[src/rtl/instruction_pkg.sv]
// Shared instruction widths, length-code fields and serializer states.
package instruction_pkg;

  localparam int LEN_MSB  = 23;
  localparam int LEN_LSB  = 22;
  localparam int WORD_W   = 8;
  localparam int OPCODE_W = 24;

  localparam logic [1:0] LEN_ILLEGAL = 2'b11;

  typedef enum logic {
    IDLE,
    SEND
  } iser_state_t;

endpackage

[src/rtl/instruction_serializer.sv]
// Packs a 24-bit opcode into 1-3 MSB-first bytes over valid/ready.
// Define ISER_PREFETCH_EN to accept the next opcode on the final byte.
module instruction_serializer
  import instruction_pkg::*;
(
  input  logic                clk,
  input  logic                rst,
  input  logic [OPCODE_W-1:0] opcode,
  input  logic                op_valid,
  output logic                op_ready,
  output logic [WORD_W-1:0]   curr_wrd,
  output logic                wrd_valid,
  input  logic                wrd_ready,
  output logic                busy,
  output logic                err
);

  iser_state_t         state_q, state_d;
  logic [OPCODE_W-1:0] op_q, op_d;
  logic [1:0]          len_q, len_d;
  logic [1:0]          idx_q, idx_d;
  logic                err_d;

  logic last;
  logic fire;
  logic accept;
  logic illegal;

  assign last      = (idx_q == len_q);
  assign wrd_valid = (state_q == SEND);
  assign busy      = (state_q == SEND);
  assign fire      = wrd_valid && wrd_ready;
  assign illegal   = (opcode[LEN_MSB:LEN_LSB] == LEN_ILLEGAL);

`ifdef ISER_PREFETCH_EN
  assign op_ready = !rst &&
    ((state_q == IDLE) ||
     ((state_q == SEND) && last && wrd_ready));
`else
  assign op_ready = !rst && (state_q == IDLE);
`endif

  assign accept = op_valid && op_ready;

  always_comb begin
    case (idx_q)
      2'd0:    curr_wrd = op_q[23:16];
      2'd1:    curr_wrd = op_q[15:8];
      default: curr_wrd = op_q[7:0];
    endcase
  end

  always_comb begin
    state_d = state_q;
    op_d    = op_q;
    len_d   = len_q;
    idx_d   = idx_q;
    err_d   = 1'b0;
    case (state_q)
      IDLE: begin
        if (accept) begin
          if (illegal) begin
            err_d = 1'b1;
          end else begin
            op_d    = opcode;
            len_d   = opcode[LEN_MSB:LEN_LSB];
            idx_d   = 2'd0;
            state_d = SEND;
          end
        end
      end
      SEND: begin
        if (fire) begin
          if (last) begin
            state_d = IDLE;
`ifdef ISER_PREFETCH_EN
            // Chain straight into the next instruction with no gap.
            if (accept) begin
              if (illegal) begin
                err_d = 1'b1;
              end else begin
                op_d    = opcode;
                len_d   = opcode[LEN_MSB:LEN_LSB];
                idx_d   = 2'd0;
                state_d = SEND;
              end
            end
`endif
          end else begin
            idx_d = idx_q + 2'd1;
          end
        end
      end
      default: state_d = IDLE;
    endcase
  end

  always_ff @(posedge clk) begin
    if (rst) begin
      state_q <= IDLE;
      op_q    <= '0;
      len_q   <= '0;
      idx_q   <= '0;
      err     <= 1'b0;
    end else begin
      state_q <= state_d;
      op_q    <= op_d;
      len_q   <= len_d;
      idx_q   <= idx_d;
      err     <= err_d;
    end
  end

endmodule

[config.mk]
export PLATFORM = sky130hd
export DESIGN_NAME = instruction_serializer
export DESIGN_NICKNAME = d
export VERILOG_FILES = /design/src/rtl/instruction_pkg.sv /design/src/rtl/instruction_serializer.sv
export SDC_FILE = /design/constraint.sdc
export NUM_CORES = 1
export LEC_CHECK = 0
export ABC_AREA = 1
export ABC_CLOCK_PERIOD_IN_PS = 2600
export CAP_MARGIN = 15
export CORE_UTILIZATION = 46
export CTS_BUF_LIST = sky130_fd_sc_hd__clkbuf_4 sky130_fd_sc_hd__clkbuf_8
export CTS_CLUSTER_DIAMETER = 150
export DETAILED_ROUTE_END_ITERATION = 6
export PLACE_DENSITY = 0.87
export SYNTH_ARGS = -nofsm -noshare
export SYNTH_HDL_FRONTEND = slang
export SYNTH_SLANG_ARGS = --single-unit
[constraint.sdc]
create_clock -name clk -period 2.6 [get_ports clk]
set_input_delay 0.52 -clock clk [delete_from_list [all_inputs] [get_ports clk]]
set_output_delay 0.52 -clock clk [all_outputs]
set_load 0.05 [all_outputs]
# Word level (Yosys, flattened, before mapping)
# Index checks and enable logic that the tools add are counted.
# W data, S select, Z words.
[op_classes]
n_mux = 12
eq_ne = 7
n_reduce_logical = 8
add_sub_neg = 1
bitwise = 3
[ops]
columns = ["cell", "n"]
rows = [
  ["$pmux W8 S2", 1],
  ["$mux W2", 4],
  ["$ne A2 B2 Y1 const B", 3],
  ["$mux W1", 5],
  ["$pmux W2 S2", 1],
  ["$reduce_and A4 Y1", 1],
  ["$logic_and A1 B1 Y1", 3],
  ["$not A1 Y1", 3],
  ["$reduce_and A3 Y1", 1],
  ["$reduce_or A3 Y1", 1],
  ["$add A2 B1 Y2 const B", 1],
  ["$eq A2 B1 Y1 const B", 1],
  ["$eq A2 B2 Y1", 1],
  ["$eq A2 B2 Y1 const B", 1],
  ["$logic_not A2 Y1", 1],
  ["$ne A2 B1 Y1 const B", 1],
  ["$pmux W1 S2", 1],
  ["$logic_not A1 Y1", 1],
]
[word_totals]
in_bits = 28
register_bits = 30
output_inout_bits = 12
word_cells = 36

# Depth between registers and ports, before layout
[logic_depth]
word_depth = 5
depth_mapped = 8
mapped_depth_nobuf = 8

# Worst setup path after synthesis
# Ideal clock, no wire load.
[synth_path]
path_type = "reg-to-output"
start = "register idx_q[1]"
end = "output curr_wrd[0]"
arrival_time_ns = 1.721
t_required_ns = 2.080
stages_incl_launch_ff = 5
path_slack_ns = 0.359
path_buffers = 0
cell_sequence = "dfxtp_1 inv_1 ha_1 inv_1 o21ai_0"
[synth_via]
elab_chain_len = 2
elab_cells_between_ends = 3
cone_classes = "eq/ne: 1; mux: 1; reduce/logical: 1"
[synth_lines]
columns = ["element", "line", "source"]
rows = [
  ["start: declaration", "instruction_serializer.sv:21", "logic [1:0] idx_q, idx_d;"],
  ["start signal: assignment", "instruction_serializer.sv:109", "idx_q <= idx_d;"],
  ["$eq A2 B1 Y1 or $logic_not A2 Y1 (tied branches)", "instruction_serializer.sv:46", "case (idx_q)"],
  ["$pmux W8 S2 *", "instruction_serializer.sv:46", ""],
  ["end: declaration", "instruction_serializer.sv:11", "output logic [WORD_W-1:0] curr_wrd,"],
]
# Mark *: on every way between the ends. The rest lies on a longest branch, timed or not.

# Final worst setup path
[layout_path]
start = "register idx_q[0]"
end = "output curr_wrd[7]"
# Same word-level chain as after synthesis.

==> flow_summary.rst <==
.. list-table::
   :header-rows: 1

   * - Metric
     - Value
   * - Port buffer count
     - 39
   * - Initial Util
     - 49.30%
   * - Signed area change from the synthesized netlist to the final layout
     - 41.83%
   * - Proportion of layout cells with a drive suffix above 1
     - 10.15%
   * - Cells taking the most area after synthesis
     - sky130_fd_sc_hd__dfxtp_1, sky130_fd_sc_hd__nand2_1, sky130_fd_sc_hd__a21oi_1
   * - Count of TritonRoute iterations in the first routing pass
     - 6
   * - Result of the run
     - complete, no violations
   * - Placed instance count
     - 223
   * - Simple-gate portion of the synthesized area
     - 19.39%
   * - Worst Path Class, Setup
     - reg -> out
   * - Final Slew Violations
     - 0
   * - Buffer cell driving the clock tree root
     - sky130_fd_sc_hd__clkbuf_4
   * - Gr ovfl total
     - 0
   * - Element type at the critical path end
     - output port
   * - Slew margin rel.
     - 65.93%
   * - Xor-xnor portion of the synthesized cell area
     - 0%
   * - Antenna diode instance count
     - 0
   * - Synth Net Count
     - 191
   * - Post-route antenna net violation count
     - 0
   * - Number of warning messages in the yosys log
     - 0
   * - DR iter-0 viols
     - 29
   * - Static Leakage
     - 0.6518 nW
   * - Largest family of logic cells by synthesized area
     - compound AO/OA/AOI/OAI gates
   * - Portion of netlist area occupied by mux cells
     - 0%
   * - Core area
     - 2500 sq um
   * - Number of vias per cell after detailed routing
     - 5.419
   * - Total Power Consumption
     - 0.0009811 W
   * - WHS
     - 464.1 ps
   * - Adder and majority gate portion of the synthesized area
     - 2.030%
   * - Final min period
     - 2458 ps
   * - Clock transition at the registers of the reported paths
     - 150 ps
   * - CTS tree
     - done
   * - Filler Cells Inserted
     - 196
   * - Insertion delay to the later sink of the worst-skew pair
     - 340 ps
   * - Cell count after synthesis
     - 161
   * - Hold Violations, Final
     - 0
   * - Least-Margin Pin Slew
     - 509.5 ps
   * - Post-Route Skew
     - 4.422 ps
   * - Power Density
     - 561.3 nW/um^2
   * - CTS Buffer Depth
     - 2
   * - GRT Util Overall
     - 22.05%
   * - Number of distinct library cells after synthesis
     - 20
   * - Highest clock frequency the design can meet
     - 0.4069 GHz
   * - Final setup vio count
     - 0
   * - DRC violations left
     - 0
   * - Total detailed-routing wirelength
     - 3042 microns
   * - Maximum vdd ir drop
     - 0.0004190 V
   * - Share of the synthesized area in compound gates (AO/OA/AOI/OAI)
     - 23.25%
   * - Largest area contributor in the synthesized netlist
     - sky130_fd_sc_hd__dfxtp_1
   * - Syn_area_per_cell
     - 7.655 sq um
   * - Wire per inst
     - 13.40 microns
   * - Die ar.
     - 2890 sq um
   * - CTS H-Tree Depth
     - 1
   * - Data required time at the worst endpoint
     - 2080 ps
   * - Post-synthesis instance area
     - 1232 sq um
   * - Setup TNS after final layout
     - 0 ps
   * - Number of global-route vias before repair
     - 1,094
   * - Pin count of the biggest net entering global routing
     - 36
   * - Final critical-path share of the clock period
     - 94.53%
   * - Endpoint arrival time on the critical path
     - 1940 ps
   * - Num Clock Sinks
     - 28
   * - Nets
     - 228
   * - Total of max-cap violations
     - 0
   * - Die W
     - 53.76 microns
   * - Post-synth top area share
     - 45.48%
   * - Std cell rows
     - 18
   * - First-pass GRT wire length
     - 4657 microns
   * - Number of synthesized register bits
     - 28
   * - Unrepaired setup endpoints after global routing
     - false
   * - Weighted congestion at the end of routability-driven global placement
     - 0.7964
   * - Die outline height
     - 53.76 microns
   * - Utilization after layout
     - 69.92%
   * - Initial antenna violation count
     - 0
   * - Maximum fanout encountered on the critical timing path
     - 9
   * - Critical Path Start Type
     - register
   * - Non-filler cells, final
     - 227
   * - HPWL after DPL
     - 2250 microns
   * - Sequential-to-total area share from yosys stat
     - 45.48%
   * - Class of the worst hold path
     - reg -> reg
   * - Cts bufs inserted
     - 3
   * - Reg2reg setup slack
     - 960 ps
   * - Ports placed on the boundary
     - 40
   * - # Post-CTS Setup Buffers
     - 0
   * - Via total after detailed routing
     - 1,230
-- power by group --
part | total [W] | internal, W | switching, W
clock network | 0.000219 | 0.0000860 | 0.000133
registers | 0.000473 | 0.000456 | 0.0000170
logic | 0.000289 | 0.000126 | 0.000163
-- per-layer routing --
metal / vias up / GRT usage [%] / routed length [microns]
met4: 0 / 8.772 / 57
met2: 47 / 40.33 / 1658
li1: 602 / - / -
met1: 574 / 25.52 / 1162
met3: 7 / 2.825 / 164
met5: - / 0 / 0
-- area by class of cell --
class	instances	area, sq um	area share (%)
repair buffers	40	488.0	27.92
flip-flops and latches	28	560.5	32.07
well taps	30	37.54	2.147
inverters	18	67.56	3.865
clock buffers	4	36.28	2.076
multi-input cells	107	558.0	31.93
-- worst max-delay path: stages (launching register included) --
cell	delay, ps
sky130_fd_sc_hd__dfxtp_1	420
sky130_fd_sc_hd__inv_1	100
sky130_fd_sc_hd__ha_1	350
sky130_fd_sc_hd__nor2_4	240
sky130_fd_sc_hd__a22oi_1	100
sky130_fd_sc_hd__o21ai_0	180
sky130_fd_sc_hd__buf_12	190
-- cell usage after synthesis (all sizes together) --
| library cell | n |
|---|---|
| a31oi | 1 |
| nand2 | 41 |
| nor2 | 7 |
| or2 | 1 |
| a22oi | 8 |
| a21oi | 23 |
| buf | 7 |
| clkbuf | 1 |
| dfxtp | 28 |
| a211oi | 2 |
| nand3 | 4 |
| o21ai | 16 |
| ha | 2 |
| inv | 18 |
| nand4 | 2 |
-- placed cells by master, fill, tap and decap left out --
cell type                         count
sky130_fd_sc_hd__a211oi_2             2
sky130_fd_sc_hd__buf_12               9
sky130_fd_sc_hd__o21ai_0             16
sky130_fd_sc_hd__inv_1               17
sky130_fd_sc_hd__clkbuf_4             3
sky130_fd_sc_hd__nor2_1               5
sky130_fd_sc_hd__ha_1                 2
sky130_fd_sc_hd__nand3_4              1
sky130_fd_sc_hd__nand2_1             41
sky130_fd_sc_hd__a21oi_1             23
sky130_fd_sc_hd__clkbuf_8             1
sky130_fd_sc_hd__nand4_1              2
sky130_fd_sc_hd__a22oi_1              8
sky130_fd_sc_hd__or2_1                1
sky130_fd_sc_hd__nand3_1              3
sky130_fd_sc_hd__clkdlybuf4s50_1     30
sky130_fd_sc_hd__a31oi_1              1
sky130_fd_sc_hd__dfxtp_1             28
sky130_fd_sc_hd__buf_4                1
sky130_fd_sc_hd__nor2_4               2
sky130_fd_sc_hd__inv_2                1
-- kinds of logic (layout without fill, tap and decap cells) --
family,after synthesis,count (layout)
fa+ha+maj,2,2
compound gates,50,50
flops,28,28
simple gates,55,55
buf+inv,26,62
-- state kept, by name (all words and copies together), names as in the netlist --
name / count
busy: 1
err: 1
idx_q: 2
op_q: 24
-- per-stage QoR --
| step | cell area (sq um) | worst slack, ps |
|---|---|---|
| finish | 1748 | 142.3 |
| global route | 1748 | 37.83 |
| CTS | 1743 | 40.59 |
| detailed placement | 1704 | 252.5 |
| global placement | 1704 | 449.6 |
| floorplan | 1232 | 358.6 |
-- worst paths after layout --
kind / to / cells after the start / startpoint
setup / recovery: curr_wrd[7] / 6 / idx_q[0]
hold / removal: op_q[11] / 2 / op_q[11]
setup reg to reg: op_q[3] / 5 / busy
hold reg to reg: op_q[11] / 2 / op_q[11]
-- what timing repair did --
item | 4_1_cts | 5_1_grt
endpoints found under the setup margin | 8 | 8
resized for setup | 1 | 1
hold buffers | 0 | 0
(Power assumes the default switching activity.)
